--- src/rtl/axis_demux_task_create_ack.sv ---
// AXI-Stream 1:2 demux for task-create-ack beats: 2-entry input FIFO, one output register per master.
// Optional per-master transfer counters are enabled by AXIS_DEMUX_TASK_CREATE_ACK_STATS_EN.
module axis_demux_task_create_ack #(
  parameter  int DEST_WIDTH = 8,
  parameter  int ROUTE_BIT  = 0,
  localparam int DATA_WIDTH = 64
) (
  input  logic                  clk,
  input  logic                  rst,
  input  logic                  S00_AXIS_tvalid,
  output logic                  S00_AXIS_tready,
  input  logic [DATA_WIDTH-1:0] S00_AXIS_tdata,
  input  logic [DEST_WIDTH-1:0] S00_AXIS_tdest,
  output logic                  M00_AXIS_tvalid,
  input  logic                  M00_AXIS_tready,
  output logic [DATA_WIDTH-1:0] M00_AXIS_tdata,
  output logic [DEST_WIDTH-1:0] M00_AXIS_tdest,
  output logic                  M01_AXIS_tvalid,
  input  logic                  M01_AXIS_tready,
  output logic [DATA_WIDTH-1:0] M01_AXIS_tdata,
  output logic [DEST_WIDTH-1:0] M01_AXIS_tdest
`ifdef AXIS_DEMUX_TASK_CREATE_ACK_STATS_EN
  ,
  output logic [31:0]           M00_beat_count,
  output logic [31:0]           M01_beat_count
`endif
);

  logic [DATA_WIDTH-1:0] fifo_data_p0 [2];
  logic [DEST_WIDTH-1:0] fifo_dest_p0 [2];
  logic                  wr_ptr_p0;
  logic                  rd_ptr_p0;
  logic [1:0]            count_p0;
  logic [1:0]            count_next;
  logic                  ready_p0;

  logic                  m0_vld_p1;
  logic [DATA_WIDTH-1:0] m0_data_p1;
  logic [DEST_WIDTH-1:0] m0_dest_p1;
  logic                  m1_vld_p1;
  logic [DATA_WIDTH-1:0] m1_data_p1;
  logic [DEST_WIDTH-1:0] m1_dest_p1;

  logic push;
  logic pop;
  logic head_sel;
  logic m0_done;
  logic m1_done;
  logic m0_free;
  logic m1_free;

  assign push     = S00_AXIS_tvalid & ready_p0;
  assign head_sel = fifo_dest_p0[rd_ptr_p0][ROUTE_BIT];
  assign m0_done  = m0_vld_p1 & M00_AXIS_tready;
  assign m1_done  = m1_vld_p1 & M01_AXIS_tready;
  assign m0_free  = ~m0_vld_p1 | M00_AXIS_tready;
  assign m1_free  = ~m1_vld_p1 | M01_AXIS_tready;
  // The head only leaves when its own target can take it, so a stalled target blocks everything behind it.
  assign pop      = (count_p0 != 2'd0) & (head_sel ? m1_free : m0_free);

  always_comb begin
    count_next = count_p0;
    case ({push, pop})
      2'b10:   count_next = count_p0 + 2'd1;
      2'b01:   count_next = count_p0 - 2'd1;
      default: count_next = count_p0;
    endcase
  end

  // Stage p0: input FIFO control and registered slave ready
  always_ff @(posedge clk or posedge rst) begin
    if (rst) begin
      count_p0  <= 2'd0;
      wr_ptr_p0 <= 1'b0;
      rd_ptr_p0 <= 1'b0;
      ready_p0  <= 1'b0;
    end else begin
      count_p0 <= count_next;
      ready_p0 <= (count_next < 2'd2);
      if (push) wr_ptr_p0 <= ~wr_ptr_p0;
      if (pop)  rd_ptr_p0 <= ~rd_ptr_p0;
    end
  end

  always_ff @(posedge clk) begin
    if (push) begin
      fifo_data_p0[wr_ptr_p0] <= S00_AXIS_tdata;
      fifo_dest_p0[wr_ptr_p0] <= S00_AXIS_tdest;
    end
  end

  // Stage p1: per-master output registers
  always_ff @(posedge clk or posedge rst) begin
    if (rst) begin
      m0_vld_p1 <= 1'b0;
      m1_vld_p1 <= 1'b0;
    end else begin
      if (pop && !head_sel)  m0_vld_p1 <= 1'b1;
      else if (m0_done)      m0_vld_p1 <= 1'b0;
      if (pop && head_sel)   m1_vld_p1 <= 1'b1;
      else if (m1_done)      m1_vld_p1 <= 1'b0;
    end
  end

  always_ff @(posedge clk) begin
    if (pop && !head_sel) begin
      m0_data_p1 <= fifo_data_p0[rd_ptr_p0];
      m0_dest_p1 <= fifo_dest_p0[rd_ptr_p0];
    end
    if (pop && head_sel) begin
      m1_data_p1 <= fifo_data_p0[rd_ptr_p0];
      m1_dest_p1 <= fifo_dest_p0[rd_ptr_p0];
    end
  end

  assign S00_AXIS_tready = ready_p0;
  assign M00_AXIS_tvalid = m0_vld_p1;
  assign M00_AXIS_tdata  = m0_data_p1;
  assign M00_AXIS_tdest  = m0_dest_p1;
  assign M01_AXIS_tvalid = m1_vld_p1;
  assign M01_AXIS_tdata  = m1_data_p1;
  assign M01_AXIS_tdest  = m1_dest_p1;

`ifdef AXIS_DEMUX_TASK_CREATE_ACK_STATS_EN
  logic [31:0] m0_cnt;
  logic [31:0] m1_cnt;

  always_ff @(posedge clk or posedge rst) begin
    if (rst) begin
      m0_cnt <= 32'd0;
      m1_cnt <= 32'd0;
    end else begin
      if (m0_done) m0_cnt <= m0_cnt + 32'd1;
      if (m1_done) m1_cnt <= m1_cnt + 32'd1;
    end
  end

  assign M00_beat_count = m0_cnt;
  assign M01_beat_count = m1_cnt;
`endif

endmodule

--- config.mk ---
export PLATFORM = sky130hd
export DESIGN_NAME = axis_demux_task_create_ack
export DESIGN_NICKNAME = d
export VERILOG_FILES = /design/src/rtl/axis_demux_task_create_ack.sv
export SDC_FILE = /design/constraint.sdc
export NUM_CORES = 1
export LEC_CHECK = 0
export CAP_MARGIN = 20
export CORE_ASPECT_RATIO = 0.7
export CORE_MARGIN = 1
export CORE_UTILIZATION = 53
export DETAILED_ROUTE_END_ITERATION = 7
export PLACE_DENSITY = 0.84
export SLEW_MARGIN = 20
export SYNTH_ARGS = -nofsm -noshare
export SYNTH_HDL_FRONTEND = slang
export SYNTH_SLANG_ARGS = --single-unit
--- constraint.sdc ---
create_clock -name clk -period 12.2 [get_ports clk]
set_input_delay 2.44 -clock clk [delete_from_list [all_inputs] [get_ports clk]]
set_output_delay 2.44 -clock clk [all_outputs]
set_load 0.02 [all_outputs]
* Yosys cells after proc, flatten, opt, wreduce, memory -nomap -nowiden *
Memories as Yosys holds them, arrays and structs flattened.
Cells that the tools add are included.
W data, S select, Z words.

operators by class
  add/sub/neg operators = 2
  magnitude comparators = 1
  equality and inequality tests = 2
  mux-type cells = 8
  bitwise gates (word level) = 10
  reductions and logical operators = 6

operator list
  kind                   count
  $mux W1                7
  $reduce_bool A2 Y1     3
  $and A1 B1 Y1          4
  $not A1 Y1             4
  $pmux W2 S2            1
  $add A2 B1 Y2 const B  1
  $eq A2 B1 Y1 const B   1
  $eq A2 B2 Y1 const B   1
  $logic_and A1 B1 Y1    2
  $lt A2 B2 Y1 const B   1
  $or A1 B1 Y1           2
  $sub A2 B1 Y2 const B  1
  $logic_not A1 Y1       1

storage, ports and cells
  register bits = 151
  bits in writable memories = 144
  input port bits = 77
  output and inout port bits = 147
  memories kept = 2

memory list
  memory        depth  bits a word  read ports  clocked after Yosys merged registers in  write ports  RTL line  text
  fifo_data_p0  2      64           1           0                                        1            29        logic [DATA_WIDTH-1:0] fifo_data_p0 [2];
  fifo_dest_p0  2      8            1           0                                        1            30        logic [DEST_WIDTH-1:0] fifo_dest_p0 [2];

* Depth between registers and ports, before layout *
Gate-level depths: netlist (run 1).

  depth in word-level cells = 7
  mapped depth = 10
  gate-level depth less buffers = 9

* Worst setup path after synthesis (run 1) *
Ideal clock, no wire load.

  path type = input-to-reg
  start point = input port M01_AXIS_tready
  end point = register (tool-made name)
  arrival time = 8.646 ns
  required time = 12.079 ns
  path slack = 3.433 ns
  cell stages on the path = 7
  cell sequence = nor2b_1 > nor3_1 > or2_4 > ha_1 > nor2_1 > xnor2_1 > inv_1

RTL lines
  element          RTL line  text
  start, declared  19        input logic M01_AXIS_tready,

* Final worst setup path (run 1) *
  start point = input port S00_AXIS_tvalid
  end point = memory fifo_data_p0[0][23] (enable)

between the ends
  cells in the longest elaborated chain, start to end = 3

ends and longest elaborated chain
  element                        RTL line  text
  start, declared                10        input logic S00_AXIS_tvalid,
  $and A1 B1 Y1                  52        assign push = S00_AXIS_tvalid & ready_p0;
  $mux W1                        86        if (push) begin
  $mux W1 (not written as such)  87        fifo_data_p0[wr_ptr_p0] <= S00_AXIS_tdata;
  end, declared                  29

Every way passes these cells.

==> results.toml, run 1 <==
[cts]
worst_skew_pair.late_latency_ns = 0.52
cts.path.max_buffers = 3
clock-sinks = 295
post_cts_buffers = 0
clk_pin_slew_ns = 0.07
root_buffer = "clkbuf_16"
ctsResizeCount = 0
cts_tree = "done"
cts_hold_buf = 0
cts-buffers-inserted = 27
htreeDepth = 1

[cells_and_area]
drive_above_1_share_pct = 18.9
num-fill-cells = 1041
fin_nets = 721
syn2layout_area_growth_pct = 34.8
final_cells = 899
insertedDiodeCount = 0

[worst_setup_path]
worstSetupStartpointType = "input port"
path_class = "in2reg"
required_ns = 12.35
reg2regPathDepth = 4
cpPeakStageDelay_ns = 0.66
cpMaxStageDelayCell = "buf_4"
worstPathArrival_ns = 4.31
critPathCaptureType = "flop"
cpLargestDelayFamily = "buffers and inverters"
cp_max_fo = 51
cp.depth = 4
cp_num_buf_inv = 2
path_cells = "clkdlybuf4s50_1, nand2_1, nor2_4, buf_4"

[timing]
fin_crit_sh_pct = 34.1
rsz0062_at_grt = "false"
maxSlewViolCount = 0
period_needed_ns = 4.16
tightest_slew_ns = 1.04
skew_ns = 0.00789
maxSlewHeadroom_pct = 30.5
fin_setup_tns_ns = 0
hold_violations = 0
timing.fmax_ghz = 0.240
setup_viol = 0

[synthesis]
synth-edff-count = 288
synth_nets = 474
yosysWarnings = 0
yosysTopAreaCellShare_pct = 87.9
synth_seq_cells = 295
ys_seq_area_share_pct = 89.7
ys_types = 19
yosysMostFrequentCell = "edfxtp_1"
netlist_top_cells_area = "edfxtp_1, mux2_2, dfrtp_1"
async_flop_share_pct = 2.37
syn-instance-count = 396
synth_area_per_cell_um2 = 24.8
synthTopCellsByCount = "edfxtp_1, mux2_2, buf_2, dfrtp_1, xnor2_1"
synth_ff_type = "edfxtp_1"
syn-cell-area_um2 = 9840
synth_top_cell_by_area = "edfxtp_1"

[power_and_ir_drop]
power_mw = 3.51
p_comb_share_pct = 28.5
p_leak_nw = 4.43
p_clk_share_pct = 24.1
netSwitchingPower_mw = 1.03
vdd_drop_max_uv = 251
power.density_nw_per_um2 = 264
intPower_mw = 2.47
switching_share_pct = 29.4
power_frac_seq_pct = 47.4

[routing]
ant_nets = 0
avgRoutedWirePerCell_um = 19.9
vias = 4585
routed_wl_mm = 17.9
drc = 0
vias_per_cell = 5.10
drt_iter0_drc = 271
firstDrtPassIters = 5

[floorplanning]
rows = 41
chipHeight_um = 116
start_util_pct = 54.3
core_um2 = 18100
dieArea_um2 = 19100
die_w_um = 165
pin_count = 224

[global_route]
grt_pass1_vias = 4741
grt_overflow = 0
gr-usage-all-layers_pct = 18.7
antenna_found_initial = 0
grt_pass1_wl_mm = 26.1
grt_start_max_net_pins = 74

[place]
place.gp.congestion = 0.797
port_buffers = 223
dp.cells = 850
hpwl_mm = 11.2

[run]
maxCapViolCount = 0

[status]
status = "complete, no violations"

[hold_path]
hold_path.class = "reg2reg"
min_path_cells = 1
[power groups by stage]
stage                     logic [mW]  clock network [mW]  registers, mW
final                           1.00               0.843           1.66
after global routing            1.06               0.896           1.69
after CTS                       1.01               0.859           1.67
after detailed placement        1.01                   0           1.68
after global placement         0.974                   0           1.66
after floorplan                0.323                   0           1.88
[layout by cell type, fill, tap and decap left out]
master and count:
ha_1 1, inv_6 1, clkbuf_1 3, nor2_4 1
clkinv_2 5, clkbuf_16 27, inv_1 2, nor2_1 2
or2_4 1, clkdlybuf4s50_1 223, dfrtp_1 6, nor3_2 1
mux2i_2 1, xnor2_1 4, o21bai_1 2, clkinv_1 4
edfxtp_1 288, and3_4 1, nor2b_1 2, nor3_4 1
clkinv_4 3, xor2_2 1, clkinvlp_4 2, bufinv_16 4
dfrtp_4 1, nand2_1 1, mux2_2 71, buf_4 3
inv_2 1
[flip-flops by register name, summed over array words and instances, names as in the netlist, 8 cells and up, named ones only]
name,flops
M00_AXIS_tdata,64
M00_AXIS_tdest,8
M01_AXIS_tdata,64
fifo_dest_p0,16
fifo_data_p0,128
M01_AXIS_tdest,8
[kinds of logic (layout without fill, tap and decap cells)]
group / count (synthesis) / count (layout) / synth area share [%]
compound gates: 2 / 2 / 0.153
xor+xnor: 5 / 5 / 0.522
fa+ha+maj: 1 / 1 / 0.127
buf+inv: 11 / 278 / 0.585
flops: 295 / 295 / 89.7
mux: 72 / 72 / 8.27
simple gates: 10 / 10 / 0.649
[path summary, 6_finish.rpt]
path,start,end,slack (ns)
worst max-delay path,S00_AXIS_tvalid,fifo_data_p0[0][23],8.04
worst min-delay path,flop,S00_AXIS_tready,0.54
worst max register to register,rd_ptr_p0,M00_AXIS_tdata[16],9.15
worst min register to register,flop,S00_AXIS_tready,0.54
max in group asynchronous,rst,rd_ptr_p0,9.78
min in group asynchronous,rst,M00_AXIS_tvalid,2.16
[metrics by stage]
stage | util [%] | worst slack (ns) | area [µm²] | hold slack (ns)
2_1_floorplan | - | 3.43 | 9840 | 0.460
3_3_place_gp | 68.3 | 7.58 | 12400 | 0.488
3_5_place_dp | 68.3 | 7.48 | 12400 | 0.533
4_1_cts | 73.2 | 8.03 | 13300 | 0.541
5_1_grt | 73.2 | 7.93 | 13300 | 0.558
6_report | 73.2 | 8.04 | 13300 | 0.539
[worst reg2reg max path, stage by stage (launching register included)]
cell and delay, ns:
dfrtp_4 1.08, mux2i_2 0.42, inv_2 0.12, nor3_4 0.19
buf_4 0.79
[final cells by class]
class	instances	area (µm²)	area share, %
Clock buffer	30	687	5.18
Multi-Input combinational cell	90	973	7.34
Timing Repair Buffer	226	2250	17.0
Tap cell	236	295	2.23
Sequential cell	295	8830	66.6
Clock inverter	19	210	1.59
Inverter	3	11.3	0.0849
[per-layer routing]
| layer | part of all wire (%) | GRT usage (%) |
|---|---|---|
| met1 | 40 | 23.9 |
| met3 | 9.6 | 5.76 |
| met5 | 0 | 0 |
| met4 | 1.7 | 4.46 |
| met2 | 49 | 31.5 |
Power figures use the tool's default switching activity.
==> run 2, diff against run 1 <==
--- a/config.mk
+++ b/config.mk
@@ -8,9 +8,9 @@
 export CAP_MARGIN = 20
 export CORE_ASPECT_RATIO = 0.7
 export CORE_MARGIN = 1
-export CORE_UTILIZATION = 53
+export CORE_UTILIZATION = 45
 export DETAILED_ROUTE_END_ITERATION = 7
-export PLACE_DENSITY = 0.84
+export PLACE_DENSITY = 0.76
 export SLEW_MARGIN = 20
 export SYNTH_ARGS = -nofsm -noshare
 export SYNTH_HDL_FRONTEND = slang
==> constraint.sdc (replaced) <==
create_clock -name clk -period 3.6 [get_ports clk]
set_input_delay 0.72 -clock clk [delete_from_list [all_inputs] [get_ports clk]]
set_output_delay 0.72 -clock clk [all_outputs]
set_load 0.02 [all_outputs]
==> results.toml, run 2 (synthesized netlist as in run 1, its figures left out) <==
[routing]
met2WireLength_mm = 8.33
routed_wl_mm = 17.7
dr_wl_met3_mm = 1.65
top_layer = "met4"
ant_nets = 0
drt_iter0_drc = 318
vias = 4559
firstDrtPassIters = 4
wl_met1_mm = 7.50
avgRoutedWirePerCell_um = 18.9
vias_per_cell = 4.86
drc = 0

[worst_setup_path]
cpLargestDelayFamily = "buffers and inverters"
critPathCaptureType = "primary output"
cp.depth = 1
worstPathArrival_ns = 1.53
path_cells = "clkdlybuf4s50_1"
reg2regPathDepth = 9
path_class = "reg2out"
worstSetupStartpointType = "flop"
cp_max_fo = 3
cpMaxStageDelayCell = "clkdlybuf4s50_1"
required_ns = 2.88
cp_num_buf_inv = 1
cpPeakStageDelay_ns = 0.63

[timing]
skew_ns = 0.0111
hold_ws_ns = 0.447
maxSlewViolCount = 0
rsz0062_at_grt = "false"
timing.fmax_ghz = 0.445
setup_viol = 0
period_needed_ns = 2.25
setup_slack_ns = 1.35
fin_crit_sh_pct = 62.5
maxSlewHeadroom_pct = 33.0
hold_violations = 0
tightest_slew_ns = 1.01

[cells_and_area]
final_common_cell = "edfxtp_1"
regMostFlops = "fifo_data_p0"
drive_above_1_share_pct = 18.1
syn2layout_area_growth_pct = 35.1
fin_nets = 723
final_cell_mix = "edfxtp_1, clkdlybuf4s50_1, mux2_2, clkbuf_16, clkbuf_1"
insertedDiodeCount = 0
final_cells = 939
largest_reg_flops = 128

[cts]
ctsResizeCount = 0
post_cts_buffers = 0
cts_tree = "done"
clock-sinks = 295
worst_skew_pair.late_latency_ns = 0.52
root_buffer = "clkbuf_16"
cts.path.max_buffers = 3
cts_hold_buf = 0
htreeDepth = 1
cts-buffers-inserted = 27
clk_pin_slew_ns = 0.06

[floorplanning]
start_util_pct = 46.7
rows = 44
core_um2 = 21100
die_w_um = 179
pin_count = 224
chipHeight_um = 126
dieArea_um2 = 22500

[power_and_ir_drop]
power.density_nw_per_um2 = 881
vdd_drop_max_uv = 1100
p_leak_nw = 4.42
power_mw = 11.7

[place]
dp.cells = 892
port_buffers = 223
preCtsSetupSlack_ns = 0.980
hpwl_mm = 11.4
place.gp.congestion = 0.756

[global_route]
antenna_found_initial = 0
grt_start_max_net_pins = 73
grt_pass1_wl_mm = 26.4
grt_pass1_vias = 4692
grt_overflow = 0
gr-usage-all-layers_pct = 15.7

[status]
status = "complete, no violations"

[hold_path]
hold_path.class = "in2async"

[run]
maxCapViolCount = 0
[run 2: changes by cell type in the layout (fill, tap and decap cells not counted)]
| cell | change |
|---|---|
| clkbuf_1 | +5 |
| clkinv_2 | -1 |
| bufinv_16 | -2 |
| nor3_4 | +1 |
| clkinv_4 | -3 |
| clkinvlp_4 | -1 |
| nor3_2 | -1 |
| buf_4 | -1 |
| buf_12 | +3 |
[run 2: where the power goes]
group | internal, mW | total [mW] | switching, mW
clock network | 1.52 | 2.66 | 1.14
registers | 5.16 | 5.45 | 0.280
logic | 1.59 | 3.60 | 2.02
total | 8.27 | 11.7 | 3.43
[run 2: layout make-up]
| cell class | count | area (µm²) |
|---|---|---|
| sequential | 295 | 8830 |
| multi-input combinational | 90 | 980 |
| clock buffer | 35 | 706 |
| fill | 1422 | 7800 |
| clock inverter | 12 | 111 |
| tap | 276 | 345 |
| inverter | 3 | 11.3 |
| timing repair buffer | 228 | 2310 |
[run 2: worst paths after layout]
kind	start	to	slack, ns
max	S00_AXIS_tready	S00_AXIS_tready	1.35
min	rst	M01_AXIS_tvalid	0.45
max reg2reg	rd_ptr_p0	flop	1.45
min reg2reg	count_p0[0]	count_p0[0]	0.53
max in group asynchronous	rst	rd_ptr_p0	2.89
min in group clk	count_p0[0]	count_p0[0]	0.53
[run 2: through the flow]
stage	util [%]	area, µm²	setup TNS (ns)
floorplan	-	9850	-0.0776
CTS	63.0	13300	0
global route	63.0	13300	0
detailed placement	59.1	12500	0
finish	63.0	13300	0
global placement	59.1	12500	0
[run 2: routing by layer]
layer	vias to the layer above	GRT usage, %
met5	-	0
met4	0	3.44
met3	27	4.77
met2	180	25.3
met1	2280	21.0
li1	2072	-
==> run 3, diff against run 2 <==
==> constraint.sdc (replaced) <==
create_clock -name clk -period 1.8 [get_ports clk]
set_input_delay 0.36 -clock clk [delete_from_list [all_inputs] [get_ports clk]]
set_output_delay 0.36 -clock clk [all_outputs]
set_load 0.02 [all_outputs]
==> results.toml, run 3 (synthesized netlist as in run 1, its figures left out) <==
[floorplanning]
rows = 44
dieArea_um2 = 22500
die_w_um = 179
chipHeight_um = 126
core_um2 = 21100
pin_count = 224
start_util_pct = 46.7

[timing]
maxSlewHeadroom_pct = 61.9
skew_ns = 0.0125
hold_ws_ns = 0.0833
tightest_slew_ns = 0.571
maxSlewViolCount = 0
fin_crit_sh_pct = 102
timing.fmax_ghz = 0.545
hold_violations = 0
setup_viol = 1
period_needed_ns = 1.83
setup_slack_ns = -0.0345
rsz0062_at_grt = "true"

[cells_and_area]
regMostFlops = "fifo_data_p0"
largest_reg_flops = 128
insertedDiodeCount = 0
syn2layout_area_growth_pct = 35.4
drive_above_1_share_pct = 21.1
final_common_cell = "edfxtp_1"
final_cell_mix = "edfxtp_1, dlygate4sd2_1, clkdlybuf4s50_1, mux2_2, clkbuf_16"
stdcell_area_um2 = 13300
fin_nets = 742
final_cells = 957

[status]
status = "finished, violations left"
violations = "negative setup slack"

[worst_setup_path]
worstSetupStartpointType = "flop"
required_ns = 2.21
critPathCaptureType = "flop"
cp_max_fo = 3
path_class = "reg2reg"
worstPathArrival_ns = 2.25

[global_route]
grt_pass1_vias = 4916
gr-usage-all-layers_pct = 16.6
antenna_found_initial = 1
grt_start_max_net_pins = 45
grt_pass1_wl_mm = 27.9
grt_overflow = 0

[power_and_ir_drop]
power_mw = 22.9
power.density_nw_per_um2 = 1720
p_leak_nw = 4.72
vdd_drop_max_uv = 1030

[cts]
clk_pin_slew_ns = 0.06
clock-sinks = 295
cts_hold_buf = 0
cts.path.max_buffers = 3
cts-buffers-inserted = 27
htreeDepth = 1
worst_skew_pair.late_latency_ns = 0.53
root_buffer = "clkbuf_16"
cts_tree = "done"

[run]
maxCapViolCount = 0

[place]
port_buffers = 223
hpwl_mm = 12.0
dp.cells = 905
place_area_um2 = 12600
place.gp.congestion = 0.788
preCtsSetupSlack_ns = -0.317

[routing]
vias = 4679
drc = 0
drt_iter0_drc = 206
firstDrtPassIters = 4
avgRoutedWirePerCell_um = 19.5
ant_nets = 0
routed_wl_mm = 18.7
vias_per_cell = 4.89

[hold_path]
hold_path.class = "in2async"
run 3: layout make-up:
class                           instances  area, µm²
Clock buffer                           35        706
Clock inverter                         11       86.3
Fill cell                            1514       7770
Inverter                                3       11.3
Multi-Input combinational cell         90       1020
Sequential cell                       295       8830
Tap cell                              276        345
Timing Repair Buffer                  247       2320
run 3: stage by stage:
step | TNS [ns] | utilization [%]
global placement | -9.52 | 59.9
finish | -0.0345 | 63.1
global route | -0.181 | 63.1
floorplan | -186.34 | -
CTS | -0.0510 | 63.1
detailed placement | -15.85 | 59.9
run 3: worst max-delay path: stages, from the launching register on:
cell,delay (ns)
dfrtp_4,0.49
mux2i_4,0.21
inv_2,0.09
nor3_4,0.04
or2_4,0.25
ha_4,0.17
xnor2_2,0.12
nor2_1,0.13
xnor2_1,0.16
inv_1,0.07
run 3: report_power, final:
part | total (mW) | internal, mW | switching (mW) | leakage, nW
registers | 10.8 | 10.3 | 0.522 | 2.76
logic | 6.90 | 2.69 | 4.22 | 1.58
clock network | 5.18 | 2.90 | 2.28 | 0.384
run 3: path summary, 6_finish.rpt:
check                                    from             endpoint  slack, ns  cells after the start
min                                       rst            rd_ptr_p0       0.08                      2
max reg2reg                         rd_ptr_p0                 flop      -0.03                      9
min in group clk           S00_AXIS_tdata[55]  fifo_data_p0[1][55]       0.42                      1
max                                 rd_ptr_p0                 flop      -0.03                      9
max in group asynchronous                 rst            rd_ptr_p0       1.46                      2
min reg2reg                              flop      S00_AXIS_tready       0.54                      1
run 3: repair_timing:
action | CTS | global route
setup buffers | 7 | 0
endpoints found under the setup margin | 177 | 45
gates resized for setup | 150 | 2
pin swaps | 5 | 4
run 3: metal layers:
| metal | GRT usage [%] | part of all wire [%] | vias to the layer above |
|---|---|---|---|
| li1 | - | - | 2115 |
| met1 | 23.0 | 44 | 2336 |
| met2 | 26.0 | 45 | 197 |
| met3 | 4.98 | 8.8 | 29 |
| met4 | 3.49 | 1.7 | 2 |
| met5 | 0 | 0.070 | - |
